--- src/rtl/rf_wb_arbiter_pkg.sv ---
// Shared defaults and requester indices for the regfile write-back arbiter.
// The helper below gives the wrap-around increment used by the round-robin pointer.
package rf_wb_arbiter_pkg;

  localparam int NREQ_DEF = 3;
  localparam int AW_DEF   = 5;
  localparam int DW_DEF   = 32;

  localparam int WB_ALU = 0;
  localparam int WB_LSU = 1;
  localparam int WB_MDU = 2;

  function automatic int wrap_inc(input int idx, input int n);
    return (idx + 1 >= n) ? 0 : idx + 1;
  endfunction

endpackage

--- src/rtl/rf_wb_arbiter_rr_arbiter.sv ---
// Round-robin arbiter: valid vector in, one-hot grant out.
// Search starts at the pointer; the pointer moves one past the winner only on a grant.
module rr_arbiter
  import rf_wb_arbiter_pkg::*;
#(
  parameter int N = NREQ_DEF
) (
  input  logic         clk,
  input  logic         reset,
  input  logic [N-1:0] valid,
  output logic [N-1:0] grant
);

  localparam int PW = (N > 1) ? $clog2(N) : 1;

  logic [PW-1:0] ptr_q;
  logic [PW-1:0] ptr_d;
  logic [PW-1:0] idx_s;
  logic          found_s;
  int            sum_s;

  // Scan from the pointer, wrapping modulo N, and grant the first valid requester.
  always_comb begin
    grant   = {N{1'b0}};
    ptr_d   = ptr_q;
    found_s = 1'b0;
    idx_s   = {PW{1'b0}};
    sum_s   = 0;
    for (int k = 0; k < N; k++) begin
      sum_s = int'(ptr_q) + k;
      idx_s = PW'((sum_s >= N) ? (sum_s - N) : sum_s);
      if (!found_s && valid[idx_s]) begin
        grant[idx_s] = 1'b1;
        found_s      = 1'b1;
        ptr_d        = PW'(wrap_inc(int'(idx_s), N));
      end else begin
        found_s = found_s;
      end
    end
  end

  // Pointer register.
  always_ff @(posedge clk or posedge reset) begin
    if (reset) begin
      ptr_q <= {PW{1'b0}};
    end else begin
      ptr_q <= ptr_d;
    end
  end

endmodule

--- src/rtl/rf_wb_arbiter.sv ---
// Regfile write-port arbiter with a per-register busy scoreboard.
// Busy bits clear on the edge where the registered write reaches the regfile.
module rf_wb_arbiter
  import rf_wb_arbiter_pkg::*;
#(
  parameter int NREQ = NREQ_DEF,
  parameter int AW   = AW_DEF,
  parameter int DW   = DW_DEF
) (
  input  logic              clk,
  input  logic              reset,
  input  logic [NREQ-1:0]   req_valid,
  input  logic [NREQ*AW-1:0] req_addr,
  input  logic [NREQ*DW-1:0] req_data,
  output logic [NREQ-1:0]   req_ready,
  input  logic              set_valid,
  input  logic [AW-1:0]     set_addr,
  input  logic [AW-1:0]     rs1_addr,
  input  logic [AW-1:0]     rs2_addr,
  output logic              rs1_busy,
  output logic              rs2_busy,
  output logic              dst_busy,
  output logic              rf_we,
  output logic [AW-1:0]     rf_waddr,
  output logic [DW-1:0]     rf_wdata,
  output logic [2**AW-1:0]  busy_vec
);

  localparam int NR = 2**AW;

  logic [NREQ-1:0] grant_s;
  logic [AW-1:0]   win_addr_s;
  logic [DW-1:0]   win_data_s;

  logic            rf_we_q,    rf_we_d;
  logic [AW-1:0]   rf_waddr_q, rf_waddr_d;
  logic [DW-1:0]   rf_wdata_q, rf_wdata_d;
  logic [NR-1:0]   busy_q,     busy_d;

  rr_arbiter #(.N(NREQ)) u_rr (
    .clk   (clk),
    .reset (reset),
    .valid (req_valid),
    .grant (grant_s)
  );

  assign req_ready = grant_s;

  // Winner's address/data; the grant is one-hot so OR-ing the slices is exact.
  always_comb begin
    win_addr_s = {AW{1'b0}};
    win_data_s = {DW{1'b0}};
    for (int i = 0; i < NREQ; i++) begin
      if (grant_s[i]) begin
        win_addr_s = win_addr_s | req_addr[i*AW +: AW];
        win_data_s = win_data_s | req_data[i*DW +: DW];
      end else begin
        win_addr_s = win_addr_s;
      end
    end
  end

  // Write-port next state and scoreboard update (set overrides clear).
  always_comb begin
    rf_we_d    = 1'b0;
    rf_waddr_d = rf_waddr_q;
    rf_wdata_d = rf_wdata_q;
    busy_d     = busy_q;
    if (|grant_s) begin
      rf_we_d    = (win_addr_s != {AW{1'b0}});
      rf_waddr_d = win_addr_s;
      rf_wdata_d = win_data_s;
    end else begin
      rf_we_d = 1'b0;
    end
    if (rf_we_q) begin
      busy_d[rf_waddr_q] = 1'b0;
    end else begin
      busy_d = busy_d;
    end
    if (set_valid && (set_addr != {AW{1'b0}})) begin
      busy_d[set_addr] = 1'b1;
    end else begin
      busy_d = busy_d;
    end
    busy_d[0] = 1'b0;
  end

  // Write-port and scoreboard registers.
  always_ff @(posedge clk or posedge reset) begin
    if (reset) begin
      rf_we_q    <= 1'b0;
      rf_waddr_q <= {AW{1'b0}};
      rf_wdata_q <= {DW{1'b0}};
      busy_q     <= {NR{1'b0}};
    end else begin
      rf_we_q    <= rf_we_d;
      rf_waddr_q <= rf_waddr_d;
      rf_wdata_q <= rf_wdata_d;
      busy_q     <= busy_d;
    end
  end

  assign rf_we    = rf_we_q;
  assign rf_waddr = rf_waddr_q;
  assign rf_wdata = rf_wdata_q;
  assign busy_vec = busy_q;
  assign rs1_busy = busy_q[rs1_addr];
  assign rs2_busy = busy_q[rs2_addr];
  assign dst_busy = busy_q[set_addr];

endmodule

--- config.mk ---
export PLATFORM = sky130hd
export DESIGN_NAME = rf_wb_arbiter
export DESIGN_NICKNAME = d
export VERILOG_FILES = /design/src/rtl/rf_wb_arbiter_pkg.sv /design/src/rtl/rf_wb_arbiter_rr_arbiter.sv /design/src/rtl/rf_wb_arbiter.sv
export SDC_FILE = /design/constraint.sdc
export NUM_CORES = 1
export LEC_CHECK = 0
export CAP_MARGIN = 5
export CELL_PAD_IN_SITES_DETAIL_PLACEMENT = 1
export CELL_PAD_IN_SITES_GLOBAL_PLACEMENT = 2
export CORE_ASPECT_RATIO = 0.7
export CORE_MARGIN = 8
export CORE_UTILIZATION = 21
export DETAILED_ROUTE_END_ITERATION = 6
export GPL_ROUTABILITY_DRIVEN = 0
export PLACE_DENSITY_LB_ADDON = 0.1
export SETUP_SLACK_MARGIN = 0.1
export SLEW_MARGIN = 0
export SYNTH_ARGS = -nofsm -noshare
export SYNTH_HDL_FRONTEND = slang
export SYNTH_SLANG_ARGS = --single-unit
--- constraint.sdc ---
create_clock -name clk -period 3.25 [get_ports clk]
set_clock_uncertainty 0.15 [all_clocks]
set_input_delay 0.8125 -clock clk [delete_from_list [all_inputs] [get_ports clk]]
set_output_delay 0.8125 -clock clk [all_outputs]
set_load 0.1 [all_outputs]
# == After elaboration in Yosys (flattened, before gate mapping) ==
# Index checks and enable logic that the tools add are counted.
# Widths: inputs -> output; s select.
# word_totals
regBits,71
latch_bits,0
ram_bits,0
romBits,0
input_bits,132
output_inout_bits,76
word_cells,99
mem_count,0
# classes
n_addsub,8
multipliers,0
div,0
n_lt_le_gt_ge,18
eq_ne,0
shifts,0
muxes,45
n_bitwise,9
reduce_logical,14
# op_table
op,n
$mux 32,5
$or 32x32->32,3
$and 32x32->32,1
$not 32->32,1
$lt 5x6->1 const B,4
$mux 2,9
$bmux 1 s5,3
$ge 3x2->1 const B,5
$mux 5,3
$mux 1,14
$add 2x1->3 const B,4
$demux 1 s5,2
$ge 5x1->1 const B,2
$or 5x5->5,2
$reduce_bool 5->1,2
$lt 2x3->1 const B,3
$mux 3,3
$logic_and 1x1->1,8
$bmux 1 s2,3
$demux 1 s2,3
$ge 2x1->1 const B,3
$or 3x3->3,2
$sub 2x1->2 const B,2
$add 2x2->3 const B,1
5 further kinds,6

# == Logic depth before layout (Yosys ltp) ==
# Gate-level depths: netlist (run 1).
# depth
ltp_word,18
ltp_mapped,11
ltp_nobuf,8

# == Modules after synthesis ==
# From an unflattened synthesis (run 1), not the netlist that was laid out.
# hier_totals
hier_cells,450
hier_area_um2,4346.7
# by_module_without_submodules
module,instances,cells_each,area_per_inst_um2
rf_wb_arbiter,1,395,3896.2
rr_arbiter,1,55,450.4

# == Least setup slack after synthesis (run 1) ==
# No wires, ideal clock.
# synth_path
path_type,in2out
start,input set_addr[0]
end,output dst_busy
arrival_time_ns,2.683
t_required_ns,2.288
path_slack_ns,-0.395
cell_stages,5
cell_sequence,clkbuf_1 mux4_2 inv_1 o22ai_1 or4_1
# synth_between
elab_chain_cells,2
# synth_lines
item,line,rtl
start: declaration,rf_wb_arbiter.sv:17,"input logic [AW-1:0] set_addr,"
$bmux 1 s5,rf_wb_arbiter.sv:110,assign dst_busy = busy_q[set_addr];
$mux 1 (not written as such),rf_wb_arbiter.sv:110,
end: declaration,rf_wb_arbiter.sv:22,"output logic dst_busy,"
# No other way between the ends. The select of a mux whose other input is x is not followed.

# == Worst setup path after layout (run 1) ==
# layout_path
start,input rs1_addr[0]
end,output rs1_busy
# layout_between
elab_chain_cells,2
# layout_lines
item,line,rtl
start: declaration,rf_wb_arbiter.sv:18,"input logic [AW-1:0] rs1_addr,"
$bmux 1 s5,rf_wb_arbiter.sv:108,assign rs1_busy = busy_q[rs1_addr];
$mux 1 (not written as such),rf_wb_arbiter.sv:108,
end: declaration,rf_wb_arbiter.sv:20,"output logic rs1_busy,"
# No other way between the ends. The select of a mux whose other input is x is not followed.

==> results of run 1 <==
area by class of cell:
class                           count  area [sq um]
Fill cell                        2227         12500
Clock buffer                       10           229
Timing Repair Buffer              264          2470
Clock inverter                      6          68.8
Multi-Input combinational cell    296          2390
Sequential cell                    71          1780
Inverter                           22          90.1
Tap cell                          270           338
worst max-delay path, cell delays in order:
cell,delay [ps]
buf_6,70
buf_8,120
mux4_2,510
mux4_2,460
mux2_4,290
buf_12,170
how the worst min path moves through the flow:
stage                        from             to  cells past startpoint
floorplan           u_rr.ptr_q[0]  u_rr.ptr_q[0]                      3
global placement      rf_wdata[2]    rf_wdata[2]                      2
detailed placement   rf_wdata[18]   rf_wdata[18]                      2
CTS                  rf_wdata[18]   rf_wdata[18]                      2
global route         rf_wdata[21]   rf_wdata[21]                      2
finish               rf_wdata[18]   rf_wdata[18]                      2
cell usage in the layout (no fill, tap or decap), drive strengths merged, types with 3 or more instances in the layout:
master	Yosys	final
mux2	6	6
dlygate4sd2	0	3
a22oi	3	3
dfrtp	71	71
buf	20	140
nand2	15	15
nand3b	5	5
a222oi	36	36
nand3	13	13
nand2b	4	4
mux2i	3	3
nor2	36	36
inv	22	23
nor2b	4	4
clkbuf	10	12
o22ai	4	4
o21ai	79	79
clkdlybuf4s50	0	119
mux4	25	25
a21oi	34	34
clkinv	0	3
ha	4	4
flip-flops by register name, summed over array words and instances, names as in the netlist:
name / count
busy_vec: 31
rf_waddr: 5
u_rr.ptr_q: 2
rf_wdata: 32
rf_we: 1
cell families (layout without fill, tap and decap cells):
family	count (synthesis)	after routing
compound gates	169	169
simple gates	88	88
flops	71	71
buf+inv	52	302
mux	34	34
fa+ha+maj	4	4
other cells	1	1
per-stage QoR:
step	worst slack, ps	TNS, ps	instances	utilization [%]
after floorplan	-0.463	-0.463	419	-
after global routing	-200	-509	939	37.0
after global placement	-600	-5760	911	34.4
after detailed placement	-623	-6580	911	34.4
final	-159	-379	939	37.0
after CTS	-166	-390	934	36.6
timing repair:
action	CTS	global route
buffers inserted	7	5
hold buffers	0	0
resized for setup	63	15
setup endpoints to repair	7	6
pin swaps	5	9
per-layer routing:
layer,up-vias,part of all wire (%)
met5,-,0
met4,0,1.7
met3,31,7.2
met2,187,42
met1,2381,49
li1,2145,-
==> summary.md, run 1 <==
| Metric | Value |
|---|---|
| Seq cells post-synth | ~70 |
| Fin nets | 800 |
| Area share of the largest cell type after synthesis | approximately two fifths |
| WP data arrival | 2450 ps |
| Clock slew seen by the registers of the worst setup and hold paths | 60 ps |
| Total GRT Usage | 17.0% |
| Pins Over Slew Limit | 0 |
| Total wire length | 21,600 um |
| Final hold vios | 0 |
| Synthesized cell area | 4280 sq um |
| Final Instance Area | 7370 sq um |
| Area growth from synthesis to layout | 72.2% |
| Drt first-iter violations | 420 |
| Reg2reg setup slack | 390 ps |
| Post-synth EDFFs | 0 |
| Combinational family with the most area after synthesis | compound AO/OA/AOI/OAI gates |
| Startpoint Class | input port |
| Slew HR | between 50% and 60% |
| Largest net degree at the start of global routing | 48 |
| Antenna cells | 0 |
| Final period util | 105% |
| Fmax | 0.293 GHz |
| Post-route setup slack | -159 ps |
| CP startpoint | rs1_addr[0] |
| PortBufs | 206 |
| CTS root buf | clkbuf_16 |
| Yosys top cell by area | dfrtp_1 |
| Crit end category | output port |
| Syn avg cell area | 10.2 sq um |
| Starting Density | 21.5% |
| Main flop type after synthesis | dfrtp_1 |
| Longest Clk Path Bufs | 2 |
| Adder-Cell Fraction of Synth Area | 1.17% |
| Setup CP Type | in -> out |
| Simple-gate share of the synthesized area | 10.4% |
| Post-Syn Nets | ~560 |
| R2r endpoint | rf_wdata[10] |
| Worst Hold Margin | 379 ps |
| I/O Pins | 208 |
| Critical Path Sink | rs1_busy |
| Die height | about 140 um |
| Residual DRC | 1 |
| Vias in the first global route | between 5,000 and 6,000 |
| Mux cell area share after synthesis | 15.5% |
| Synth area leaders | dfrtp_1 (42%), mux4_2 (13%), a222oi_1 (8.4%), o21ai_0 (8.4%), a21oi_1 (4.0%) |
| GRT met2 Usage | 24.5% |
| Synth top cells by count | o21ai_0 (72), dfrtp_1 (71), a222oi_1 (36), nor2_1 (36), a21oi_1 (34) |
| CTS tree | built |
| Met1 Resource Use GR | about a quarter |
| Async S/R FF share, synth | 100% |
| Grt total ovfl | 0 |
| Gate Count Post-Synth | 419 |
| Antenna violations before repair | 0 |
| CTS sink count | 71 |
| Status | complete, but fails checks |
| Die area | 25,300 sq um |
| WP data required | 2290 ps |
| DIE WIDTH | 187 um |
| RSZ-0062 raised after global routing | yes |
| Wirelength per Cell | around 23 um |
| Failing checks | DRC, setup timing |
| Core ar. | 19,900 sq um |
| Global-route wire length before repair | 33,200 um |
| Global routing's busiest layer | met2 |
| H-tree depth | 3 |
| Critical path fanouts, max | 7 |
| Fraction of layout cells with a size suffix above 1 | 31.8% |
| Sequential fraction of the synthesis area | 41.5% |
| Final setup viols | 3 |
| Total of max-cap violations | 0 |
| Final worst path period need | approximately 3400 ps |
| GR Util met3 | 5.40% |
| Clk Latency, worst-skew pair | 340 ps |
| CTS Buf Count | 9 |
| Initial DRT Pass Iterations | 7 |
| FF-to-FF path depth | 12 |
| YS warnings | 0 |
| Post-synthesis compound-gate area fraction | 25.4% |
| Synth Area in XOR/XNOR | 0% |
| DP HPWL | roughly 17,000 um |
| Rows | 43 |
| Slew of the pin with the lowest slew margin | around 600 ps |
| Synth cell types | 45 |
| Worst r2r src | u_rr.ptr_q[1] |
| Detail Route Antenna Nets | 0 |
| Top-count cell post-synth | o21ai_0 |
| Routed vias | 4,744 |
| Hold/Removal Path Class | reg -> reg |
| Area after DPL | approximately 6800 sq um |
| Vias per cell | 5.05 |
Power of run 1 is left out: the tool's default activity adds up to more than one toggle a clock period on the data nets, which glitch-free logic cannot reach.
==> inputs of run 2 (changes only) <==
--- a/config.mk
+++ b/config.mk
@@ -5,7 +5,7 @@
 export SDC_FILE = /design/constraint.sdc
 export NUM_CORES = 1
 export LEC_CHECK = 0
-export CAP_MARGIN = 5
+export CAP_MARGIN = 40
 export CELL_PAD_IN_SITES_DETAIL_PLACEMENT = 1
 export CELL_PAD_IN_SITES_GLOBAL_PLACEMENT = 2
 export CORE_ASPECT_RATIO = 0.7
@@ -14,6 +14,7 @@
 export DETAILED_ROUTE_END_ITERATION = 6
 export GPL_ROUTABILITY_DRIVEN = 0
 export PLACE_DENSITY_LB_ADDON = 0.1
+export REMOVE_ABC_BUFFERS = 1
 export SETUP_SLACK_MARGIN = 0.1
 export SLEW_MARGIN = 0
 export SYNTH_ARGS = -nofsm -noshare
==> run 2 against run 1 <==
Effect of this change: the run ends with setup timing left; register-to-register slack improved by 110 ps; sequential cell count did not move; critical path depth did not move; via count rose by 0.70%; die area did not move; first-iteration DRC count rose by 28%; count of clock-buffer cells in the layout did not move; non-clock buffer count fell by 2; hold slack got worse by 0.93 ps; maximum frequency fell by 0.39%; routed wire length rose by 4.0%; global-route usage rose by 0.33 points; highest routed layer unchanged.
==> summary.md, run 2 (synthesis results as in run 1) <==
| Metric | Value |
|---|---|
| Status | complete, but fails checks (unchanged) |
| Failing checks | setup timing (was DRC, setup timing) |
| Setup CP Type | in -> out (unchanged) |
| Die height | 135 um (unchanged) |
| Pre-CTS setup slack | -672 ps (was -623 ps) |
| CTS tree | built (unchanged) |
| Startpoint Class | input port (unchanged) |
| Final hold vios | 0 (unchanged) |
| Crit end category | output port (unchanged) |
| Pins Over Slew Limit | 0 (unchanged) |
| Slew HR | 64.9% (was 60.0%) |
| Hold Path Depth | 2 (unchanged) |
| CTS root buf | clkbuf_16 (unchanged) |
| Starting Density | 21.5% (unchanged) |
| Slew of the pin with the lowest slew margin | 525 ps (was 600 ps) |
| Detail Route Antenna Nets | 0 (unchanged) |
| RSZ-0062 raised after global routing | yes (unchanged) |
| Total GRT Usage | 17.3% (was 17.0%) |
| DP HPWL | 17,600 um (was 16,900 um) |
| Grt total ovfl | 0 (unchanged) |
| I/O Pins | 208 (unchanged) |
| CTS Buf Count | 9 (unchanged) |
| PortBufs | 206 (unchanged) |
| Post-route setup slack | -172 ps (was -159 ps) |
| Wirelength per Cell | 24.0 um (was 23.0 um) |
| Critical path fanouts, max | 7 (unchanged) |
| Flip-flop count of the largest register, all copies and words added | 32 (unchanged) |
| Filler Cells Inserted | 2,246 (was 2,227) |
| Clock slew seen by the registers of the worst setup and hold paths | 60 ps (about the same) |
| Global-route wire length before repair | 33,400 um (was 33,200 um) |
| Antenna cells | 0 (unchanged) |
| Hold_buf cts | 0 (unchanged) |
| Final setup viols | 3 (unchanged) |
| Hold Path End | rf_wdata[30] (was rf_wdata[18]) |
| Hold Startpoint | rf_wdata[30] (was rf_wdata[18]) |
| Vias in the first global route | 5,069 (was 5,219) |
| Total of max-cap violations | 0 (unchanged) |
| Rows | 43 (unchanged) |
| Final worst path period need | 3420 ps (was 3410 ps) |
| Vias per cell | 5.10 (was 5.05) |
| DIE WIDTH | 187 um (unchanged) |
| Drt first-iter violations | 536 (was 420) |
| Largest net degree at the start of global routing | 50 (was 48) |
| Fin nets | 798 (was 800) |
| Antenna violations before repair | 0 (unchanged) |
| Worst r2r src | u_rr.ptr_q[1] (unchanged) |
| Final period util | 105% (about the same) |
| WP data required | 2290 ps (about the same) |
| H-tree depth | 3 (unchanged) |
| Initial DRT Pass Iterations | 6 (was 7) |
| Hold/Removal Path Class | reg -> reg (unchanged) |
| Total wire length | 22,500 um (was 21,600 um) |
| WP data arrival | 2460 ps (was 2450 ps) |
| Longest Clk Path Bufs | 2 (unchanged) |
| Residual DRC | 0 (was 1) |
| Area growth from synthesis to layout | 70.7% (was 72.2%) |
| Core ar. | 19,900 sq um (unchanged) |
| Reg2reg setup slack | 500 ps (was 390 ps) |
| Routed vias | 4,777 (was 4,744) |
| CTS sink count | 71 (unchanged) |
| Die area | 25,300 sq um (unchanged) |
| FF-to-FF path depth | 9 (was 12) |
| Clk Latency, worst-skew pair | 340 ps (about the same) |
| Commonest non-fill, non-tap cell in the layout | clkdlybuf4s50_1 (unchanged) |
| Fmax | 0.292 GHz (was 0.293 GHz) |
| Fraction of layout cells with a size suffix above 1 | 30.9% (was 31.8%) |
| Most frequent cells in the layout | clkdlybuf4s50_1 (119), buf_4 (117), o21ai_0 (70), dfrtp_1 (70), a222oi_1 (36) (was clkdlybuf4s50_1 (119), buf_4 (117), o21ai_0 (71)) |
| R2r endpoint | rf_wdata[13] (was rf_wdata[10]) |
[run 2: cell count changes in the layout (fill, tap and decap cells not counted), sizes merged]
cell | before | now
clkinv | 3 | 2
clkbuf | 12 | 10
inv | 23 | 22
bufinv | 1 | 2
clkdlybuf4s15 | 0 | 1
buf | 140 | 138
dlygate4sd2 | 3 | 4
[run 2: worst max path at each step]
stage | start | depth (start not counted) | to | slack, ps
floorplan | u_rr.ptr_q[1] | 6 | req_ready[2] | -1360
global placement | set_addr[0] | 7 | dst_busy | -650
detailed placement | set_addr[0] | 7 | dst_busy | -670
CTS | rs2_addr[0] | 6 | rs2_busy | -170
global route | rs2_addr[0] | 6 | rs2_busy | -210
finish | rs2_addr[0] | 6 | rs2_busy | -170
[run 2: repair_timing]
| action | 4_1_cts | 5_1_grt |
|---|---|---|
| resized for setup | 65 | 9 |
| setup endpoints to repair | 6 | 6 |
| buffers inserted | 6 | 3 |
| pin swaps | 8 | 6 |
[run 2: final cells by class]
| class | count | area (sq um) | area share [%] |
|---|---|---|---|
| multi-input cells | 296 | 2370 | 32.4 |
| clock buffers | 10 | 239 | 3.27 |
| flip-flops and latches | 71 | 1780 | 24.3 |
| well taps | 270 | 338 | 4.63 |
| inverters | 22 | 83.8 | 1.15 |
| repair buffers | 262 | 2410 | 33.1 |
| clock inverters | 5 | 81.3 | 1.11 |
[run 2: worst max-delay path, cell delays in order]
cell,delay [ps]
buf_6,70
buf_8,120
mux4_2,500
mux4_2,490
mux2_4,290
buf_12,170
[run 2: per-layer routing]
| metal | track usage, % | vias to the layer above | share of wire, % |
|---|---|---|---|
| met2 | 27.2 | 192 | 46 |
| met1 | 23.4 | 2436 | 47 |
| met4 | 4.53 | 0 | 1.6 |
| li1 | - | 2125 | - |
| met5 | 0 | - | 0 |
| met3 | 4.37 | 24 | 5.7 |
[run 2: metrics by stage]
stage          cells  cell area, sq um  utilization, %  hold WS (ps)  TNS (ps)
6_report         936              7300            36.7           378      -446
5_1_grt          936              7300            36.7           414      -546
4_1_cts          933              7260            36.4           386      -440
3_5_place_dp     912              6800            34.1           372     -9120
3_3_place_gp     912              6800            34.1           363     -7970
2_1_floorplan    389              4110               -           576    -46930
Power of run 2 is left out for the same reason.
